## config.mk

```make
export PLATFORM = sky130hd
export DESIGN_NAME = isqrt_iter_flat
export DESIGN_NICKNAME = d
export VERILOG_FILES = /design/src/rtl/isqrt_if.sv /design/src/rtl/isqrt_iter.sv /design/src/flat_wrapper.sv
export SDC_FILE = /design/constraint.sdc
export NUM_CORES = 1
export LEC_CHECK = 0
export ABC_AREA = 1
export BUFFER_PORTS_ARGS = -buffer_cell sky130_fd_sc_hd__buf_2
export CAP_MARGIN = 40
export CORE_MARGIN = 4
export CORE_UTILIZATION = 50
export DETAILED_ROUTE_END_ITERATION = 12
export PLACE_DENSITY_LB_ADDON = 0.15
export SLEW_MARGIN = 30
export SYNTH_ARGS = -nofsm -noshare
export SYNTH_HDL_FRONTEND = slang
export SYNTH_SLANG_ARGS = --single-unit
```

## constraint.sdc

```tcl
create_clock -name clock -period 4.5 [get_ports clock]
set_input_delay 0.9 -clock clock [delete_from_list [all_inputs] [get_ports clock]]
set_output_delay 0.9 -clock clock [all_outputs]
set_load 0.05 [all_outputs]
```

## src/rtl/isqrt_if.sv

```systemverilog
// Handshake bundle for the iterative square root: operand in, root/remainder out.
// The master drives operands and consumes results; the slave is the datapath.
interface isqrt_if #(parameter int W = 32);
  localparam int H = W / 2;

  logic         in_valid;
  logic         in_ready;
  logic [W-1:0] x;
  logic         round_nearest;
  logic         out_valid;
  logic         out_ready;
  logic [H:0]   y;
  logic [H:0]   rem;

  modport master (
    output in_valid, x, round_nearest, out_ready,
    input  in_ready, out_valid, y, rem
  );

  modport slave (
    input  in_valid, x, round_nearest, out_ready,
    output in_ready, out_valid, y, rem
  );
endinterface

```

## src/rtl/isqrt_iter.sv

```systemverilog
// Iterative restoring integer square root, one root bit per clock.
// Produces floor or round-to-nearest root plus the floor remainder.
module isqrt_iter #(
  parameter int W = 32
) (
  input  logic   clock,
  input  logic   reset_n,
  input  logic   clear,
  isqrt_if.slave bus
);
  localparam int H = W / 2;
  localparam int CW = $clog2(H);
  localparam logic [CW-1:0] LAST = CW'(H - 1);
  localparam logic [W-1:0] M_INIT = {2'b01, {(W-2){1'b0}}};

  typedef enum logic [1:0] {IDLE, CALC, DONE} state_t;

  state_t        state, state_nxt;
  logic [W-1:0]  tx, ty, m;
  logic [W-1:0]  b, tx_nxt, ty_nxt;
  logic [CW-1:0] cnt;
  logic          mode;
  logic [H:0]    y_r, rem_r, rem_fin;
  logic          accept, last;

  // Rem > root means x is past r^2 + r, so the nearest integer is r + 1.
  function automatic logic [H:0] round_root(input logic [H-1:0] root,
                                            input logic [H:0]   r,
                                            input logic         nearest);
    logic [H:0] base;
    base = {1'b0, root};
    return (nearest && (r > base)) ? base + (H+1)'(1) : base;
  endfunction

  assign accept = (state == IDLE) && bus.in_valid && !clear;
  assign last   = (state == CALC) && (cnt == LAST);

  always_comb begin
    b      = ty | m;
    tx_nxt = tx;
    ty_nxt = ty >> 1;
    if (tx >= b) begin
      tx_nxt = tx - b;
      ty_nxt = (ty >> 1) | m;
    end
  end

  assign rem_fin = tx_nxt[H:0];

  always_comb begin
    state_nxt = state;
    case (state)
      IDLE:    if (bus.in_valid) state_nxt = CALC;
      CALC:    if (cnt == LAST) state_nxt = DONE;
      DONE:    if (bus.out_ready) state_nxt = IDLE;
      default: state_nxt = IDLE;
    endcase
    if (clear) state_nxt = IDLE;
  end

  always_ff @(posedge clock or negedge reset_n) begin
    if (!reset_n) state <= IDLE;
    else          state <= state_nxt;
  end

  always_ff @(posedge clock or negedge reset_n) begin
    if (!reset_n) begin
      tx    <= '0;
      ty    <= '0;
      m     <= '0;
      cnt   <= '0;
      mode  <= 1'b0;
      y_r   <= '0;
      rem_r <= '0;
    end else if (accept) begin
      tx   <= bus.x;
      ty   <= '0;
      m    <= M_INIT;
      mode <= bus.round_nearest;
      cnt  <= '0;
    end else if ((state == CALC) && !clear) begin
      tx  <= tx_nxt;
      ty  <= ty_nxt;
      m   <= m >> 2;
      cnt <= cnt + CW'(1);
      if (last) begin
        y_r   <= round_root(ty_nxt[H-1:0], rem_fin, mode);
        rem_r <= rem_fin;
      end
    end
  end

  assign bus.in_ready  = (state == IDLE);
  assign bus.out_valid = (state == DONE);
  assign bus.y         = y_r;
  assign bus.rem       = rem_r;
endmodule

```

## src/flat_wrapper.sv

```systemverilog
// flat-port wrapper written by rule: the top's interface ports become plain ports
module isqrt_iter_flat 
#(
  parameter int W = 32
)
  (clock, reset_n, clear, bus_in_valid, bus_x, bus_round_nearest, bus_out_ready, bus_in_ready, bus_out_valid, bus_y, bus_rem);
  isqrt_if #(.W(W)) bus_i ();
  input  logic clock;
  input  logic reset_n;
  input  logic clear;
  input wire logic [$bits(bus_i.in_valid)-1:0] bus_in_valid;
  input wire logic [$bits(bus_i.x)-1:0] bus_x;
  input wire logic [$bits(bus_i.round_nearest)-1:0] bus_round_nearest;
  input wire logic [$bits(bus_i.out_ready)-1:0] bus_out_ready;
  output wire logic [$bits(bus_i.in_ready)-1:0] bus_in_ready;
  output wire logic [$bits(bus_i.out_valid)-1:0] bus_out_valid;
  output wire logic [$bits(bus_i.y)-1:0] bus_y;
  output wire logic [$bits(bus_i.rem)-1:0] bus_rem;
  assign bus_i.in_valid = bus_in_valid;
  assign bus_i.x = bus_x;
  assign bus_i.round_nearest = bus_round_nearest;
  assign bus_i.out_ready = bus_out_ready;
  assign bus_in_ready = bus_i.in_ready;
  assign bus_out_valid = bus_i.out_valid;
  assign bus_y = bus_i.y;
  assign bus_rem = bus_i.rem;
  isqrt_iter #(.W(W)) u_core (.clock(clock), .reset_n(reset_n), .clear(clear), .bus(bus_i));
endmodule
```

Word level (Yosys, flattened, before mapping)
Index checks and enable logic that the tools add are counted.
Widths: inputs -> output; s select.
Cells by class
  $add $sub $neg: 3
  multiply operators: 0
  div/mod/pow operators: 0
  order comparisons: 2
  eq/ne operators: 6
  shift-type cells: 0
  multiplexer cells: 16
  bitwise gates (word level): 3
  reductions and logical operators: 12
Operators with widths (number)
  $mux 32: 8
  $ge 32x32->1: 1
  $or 31x32->32: 1
  $or 32x32->32: 1
  $sub 32x32->32: 1
  $add 16x1->17 const B: 1
  $gt 17x16->1: 1
  $mux 17: 1
  $mux 2: 4
  $mux 4: 2
  $ne 3x3->1 const B: 2
  $pmux 2 s3: 1
  $reduce_and 3->1: 2
  $logic_and 1x1->1: 5
  $add 4x1->4 const B: 1
  $eq 4x4->1 const B: 1
  $reduce_bool 2->1: 2
  $ne 3x2->1 const B: 1
  $eq 2x1->1 const B: 1
  $eq 2x2->1 const B: 1
  $logic_not 2->1: 1
  $reduce_and 2->1: 1
  $logic_not 1->1: 1
  $not 1->1: 1
Storage, ports and cells
  flip-flop bits (word level): 137
  bits in latches: 0
  memory bits (writable): 0
  bits in read-only memories: 0
  output and inout port bits: 36
  word-level logic and storage cells: 51
  memories kept: 0

Longest topological paths before layout
  depth in word-level cells: 6
  depth in mapped cells: 31
  depth with buffers taken out: 30

Worst setup path before layout
OpenSTA, ideal clock, no wires.
  path type: reg-to-reg
  start: register u_core.tx[0]
  end: register u_core.y_r[10] (netlist: u_core.bus.y[10])
  setup time: 0.118 ns
  arrival: 3.738 ns
  data required time: 4.382 ns
  path slack: 0.644 ns
  cell stages (with the launch flop): 29
  path buffers: 4
  clock period less this slack: 3.856 ns
  cell sequence: dfrtp_1 > inv_1 > ha_1 > inv_1 > fa_1 > nand2_1 > nand2_1 > nand3_1 > nand2_1 > nand2_1 > nand3_2 > nand2_4 > nand2_4 > buf_12 > buf_4 > clkbuf_1 > o21ai_0 > inv_1 > ha_1 > nand2_1 > nor2_1 > nand4_1 > nor2_1 > nand3b_4 > buf_2 > nand3_1 > nand2_1 > nand3_1 > nand2_1
On the way
  word-level cells in the longest chain between the ends: 5
Ends and longest elaborated chain
  from (decl): RTL line isqrt_iter.sv:19  | logic [W-1:0] tx, ty, m;
  from (signal assigned): RTL line isqrt_iter.sv:76  | tx <= bus.x;
  from (signal assigned): RTL line isqrt_iter.sv:82  | tx <= tx_nxt;
  $sub 32x32->32 or $ge 32x32->1 (tied branches): RTL line isqrt_iter.sv:43, isqrt_iter.sv:42
  $mux 32 (*): RTL line isqrt_iter.sv:42  | if (tx >= b) begin
  named net u_core.tx_nxt[14]: RTL line isqrt_iter.sv:20  | logic [W-1:0] b, tx_nxt, ty_nxt;
  $gt 17x16->1 (*): RTL line isqrt_iter.sv:32  | return (nearest && (r > base)) ? base + (H+1)'(1) : base;
  $logic_and 1x1->1 (*): RTL line isqrt_iter.sv:32
  $mux 17 (*): RTL line isqrt_iter.sv:32
  to (signal assigned): RTL line isqrt_iter.sv:87  | y_r <= round_root(ty_nxt[H-1:0], rem_fin, mode);
  to (decl): RTL line isqrt_iter.sv:23  | logic [H:0] y_r, rem_r, rem_fin;
The timed path passes the listed nets; every way through them passes the cells marked *. The select of a mux whose other input is x is not followed.
A chain may end at the register's enable or synchronous reset.

Worst setup path after layout
  start: register u_core.tx[0]
  end: register u_core.y_r[7] (netlist: u_core.bus.y[7])
The elaborated chain is that of the path after synthesis.

==> flow_metrics.tcl <==
set metrics [dict create \
    status "complete, no violations" \
    switchingPower_mw 3.208 \
    crit_family "simple AND/OR/NAND/NOR gates" \
    cts_sinks 120 \
    routed_wirelength_microns 21030 \
    min_period_ns 4.184 \
    synth-seq-area-share_pct 39.76 \
    dp_hpwl_microns 14900 \
    power_mw 6.719 \
    ys_seq_elements 120 \
    clkPwrFrac_pct 20.1 \
    design.portCount 74 \
    critPathSlowestCell "fa_1" \
    cp_data_arrival_time_ns 4.50 \
    synth-compound-area-share_pct 16.04 \
    synth_fp_nets 1074 \
    synth_top_area_share_pct 39.76 \
    place_worst_setup_slack_ns 0.2615 \
    clkLatencyLatePin_ns 0.43 \
    clk_pin_slew_ns 0.06 \
    syn_area_sq_um 7552 \
    dpl_cell_area_sq_um 8129 \
    pwr-share-seq_pct 21.1 \
    hold_path.class "register to register" \
    yosys.area.top_type "dfrtp_1" \
    core_area_sq_um 14640 \
    ys_async_sr_fraction_pct 100.0 \
    synth_top_family_by_area "simple AND/OR/NAND/NOR gates" \
    via_count 7112 \
    crit_type "register to register" \
    fin_nets 1156 \
    ant_nets 0 \
    maxCapViolCount 0 \
    syn_avg_cell_area_sq_um 7.652 \
    cp.required_ns 4.81 \
    slowest_delay_ns 0.39 \
    track_usage_pct 25.08 \
    crit_fanout 18 \
    vdd_drop_max_mv 0.4679 \
    switching_share_pct 47.74 \
    fillers 1384 \
    synth_xor_area_share_pct 2.087 \
    worst_slew_pin_slew_ns 0.6105 \
    yosysWarnings 0 \
    synth_edf_count 0 \
    grt_max_degree 76 \
    netlist_instances 987 \
    finalHoldViolCount 0 \
    cts_tree "done" \
    drtPass1Iterations 5 \
    finalWeightedCongestion 0.9143 \
    p_leak_nw 4.403 \
    die_h_microns 130.9 \
    yosys.area_share.simple_pct 26.11 \
    synth.distinct_cells 50 \
    start_util_pct 51.57 \
    h-tree-depth 4 \
    max_freq_ghz 0.2390 \
    root_buffer "clkbuf_16" \
    crit_path_start_kind "register" \
    die_area_sq_um 17130 \
    ctsHoldBuffers 0 \
    vias_per_cell 5.618 \
    fin_area_sq_um 8775 \
    synthMuxAreaShare_pct 0 \
    drv_slew 0 \
    crit_top_cell "nand2_1" \
    crit_path_end_kind "register" \
    die_w_microns 130.9 \
    synth-adder-area-share_pct 8.217 \
    slew_headroom_pct 59.30 \
    post-route-period-util_pct 92.97 \
    port_buffers 73 \
    numCtsBuffers 17 \
    grt_pass1_vias 6715 \
    ys_top_cells_by_count "nand2_1 (274), dfrtp_1 (120), inv_1 (111), nor2_1 (80), o21ai_0 (59)" \
    setup_ws_ns 0.3162 \
    internal-power_mw 3.511 \
    pwr_density_cell_nw_per_um2 765.8 \
    grt_first_pass_wirelength_microns 33510 \
    grt_overflow 0 \
    area_growth_pct 16.19 \
    whs_ns 0.4711 \
    diodes 0 \
    drcViolationCount 0 \
    setup_violations 0 \
    fin_skew_ns 0.006524 \
    setup_tns_ns 0 \
    synth_ff_type "dfrtp_1" \
    post-synth-top-count-cell "nand2_1" \
    path_buf_inv 5 \
    clock_path_buffers 2 \
    antenna_found_initial 0 \
    pwr-share-comb_pct 58.9 \
    drive_above_1_share_pct 14.23 \
    rows 44 \
    synthTopCellsByArea "dfrtp_1 (40%), nand2_1 (14%), ha_1 (8.0%)" \
    wire_per_inst_microns 16.61 \
    drtIter0Drc 588 \
]
-- area by class of cell --
class                   instances  area (sq um)  share of cell area, %
clock inverters                 9         97.59                  1.112
clock buffers                  23         478.0                  5.447
flip-flops and latches        120          3003                  34.22
multi-input cells             725          4016                  45.77
inverters                     113         426.7                  4.862
repair buffers                 92         523.0                  5.960
well taps                     184         230.2                  2.624
-- tightest hold or removal path, stage by stage, from the launching register on --
cell and delay (ns):
dfrtp_1 0.34, nand2_1 0.05, nand2_1 0.05
-- layer usage --
layer  global-route usage, %  vias up  part of all wire (%)
met1                   32.94     3341                    45
met2                   39.93      226                    47
met4                   12.04        0                   3.6
met3                   4.837       59                   5.0
met5                       0        -                     0
li1                        -     3486                     -
-- timing repair --
action	in CTS	in global routing
resized for setup	0	10
buffers inserted	0	2
setup endpoints to repair	0	17
-- metrics by stage --
stage                     cells  utilization [%]
after floorplan             987                -
after global placement     1229            55.51
after detailed placement   1229            55.51
after CTS                  1261            59.44
after global routing       1266            59.92
final                      1266            59.92
-- power groups by stage --
| stage | combinational [mW] | clock (mW) | sequential [mW] |
|---|---|---|---|
| 3_5_place_dp | 3.68 | 0 | 1.43 |
| 6_report | 3.96 | 1.35 | 1.42 |
| 5_1_grt | 4.44 | 1.42 | 1.44 |
| 2_1_floorplan | 2.92 | 0 | 1.38 |
| 3_3_place_gp | 3.65 | 0 | 1.43 |
| 4_1_cts | 3.73 | 1.37 | 1.41 |
-- placed cells by master, fill, tap and decap left out, drive strengths merged, types with 2 or more instances in the layout --
| cell type | Yosys | routed |
|---|---|---|
| nand2 | 282 | 282 |
| a21boi | 3 | 3 |
| clkbuf | 20 | 23 |
| o21ai | 62 | 62 |
| nor2 | 84 | 84 |
| a21oi | 47 | 47 |
| nand3b | 2 | 3 |
| a31oi | 5 | 5 |
| o211ai | 14 | 14 |
| ha | 48 | 48 |
| nand3 | 57 | 59 |
| a22oi | 7 | 7 |
| o22ai | 32 | 32 |
| clkinv | 0 | 6 |
| nand4 | 22 | 22 |
| bufinv | 0 | 2 |
| dfrtp | 120 | 120 |
| a21o | 4 | 4 |
| a211oi | 2 | 2 |
| buf | 12 | 92 |
| xnor2 | 11 | 11 |
| xor2 | 7 | 7 |
| inv | 113 | 113 |
| o311ai | 4 | 4 |
| nor3 | 10 | 10 |
| o221ai | 11 | 11 |
| o21a | 2 | 2 |
-- sequential cells by signal, indices dropped and copies added, names as in the netlist --
signal	count
u_core.tx	32
u_core.ty	31
u_core.bus.rem	17
u_core.bus.y	17
u_core.m	16
u_core.cnt	4
u_core.state	2
u_core.mode	1
-- path summary, 6_finish.rpt --
kind | slack, ns | end | cells past startpoint | from
worst min register to register | 0.47 | u_core.bus.y[5] | 2 | u_core.bus.y[5]
worst max-delay path | 0.32 | u_core.bus.y[7] | 25 | u_core.tx[0]
min in group asynchronous | 0.48 | u_core.bus.rem[4] | 1 | reset_n
worst max register to register | 0.32 | u_core.bus.y[7] | 25 | u_core.tx[0]
max in group asynchronous | 3.17 | u_core.cnt[3] | 2 | reset_n
worst min-delay path | 0.47 | u_core.bus.y[5] | 2 | u_core.bus.y[5]
-- kinds of logic after synthesis --
group                      Yosys count
and+or+nand+nor                    459
AOI/OAI and AO/OA                  196
buffers and inverters              145
DFF                                120
xor gates and xnor gates            18
adders and majority gates           49
Power figures use the tool's default switching activity.
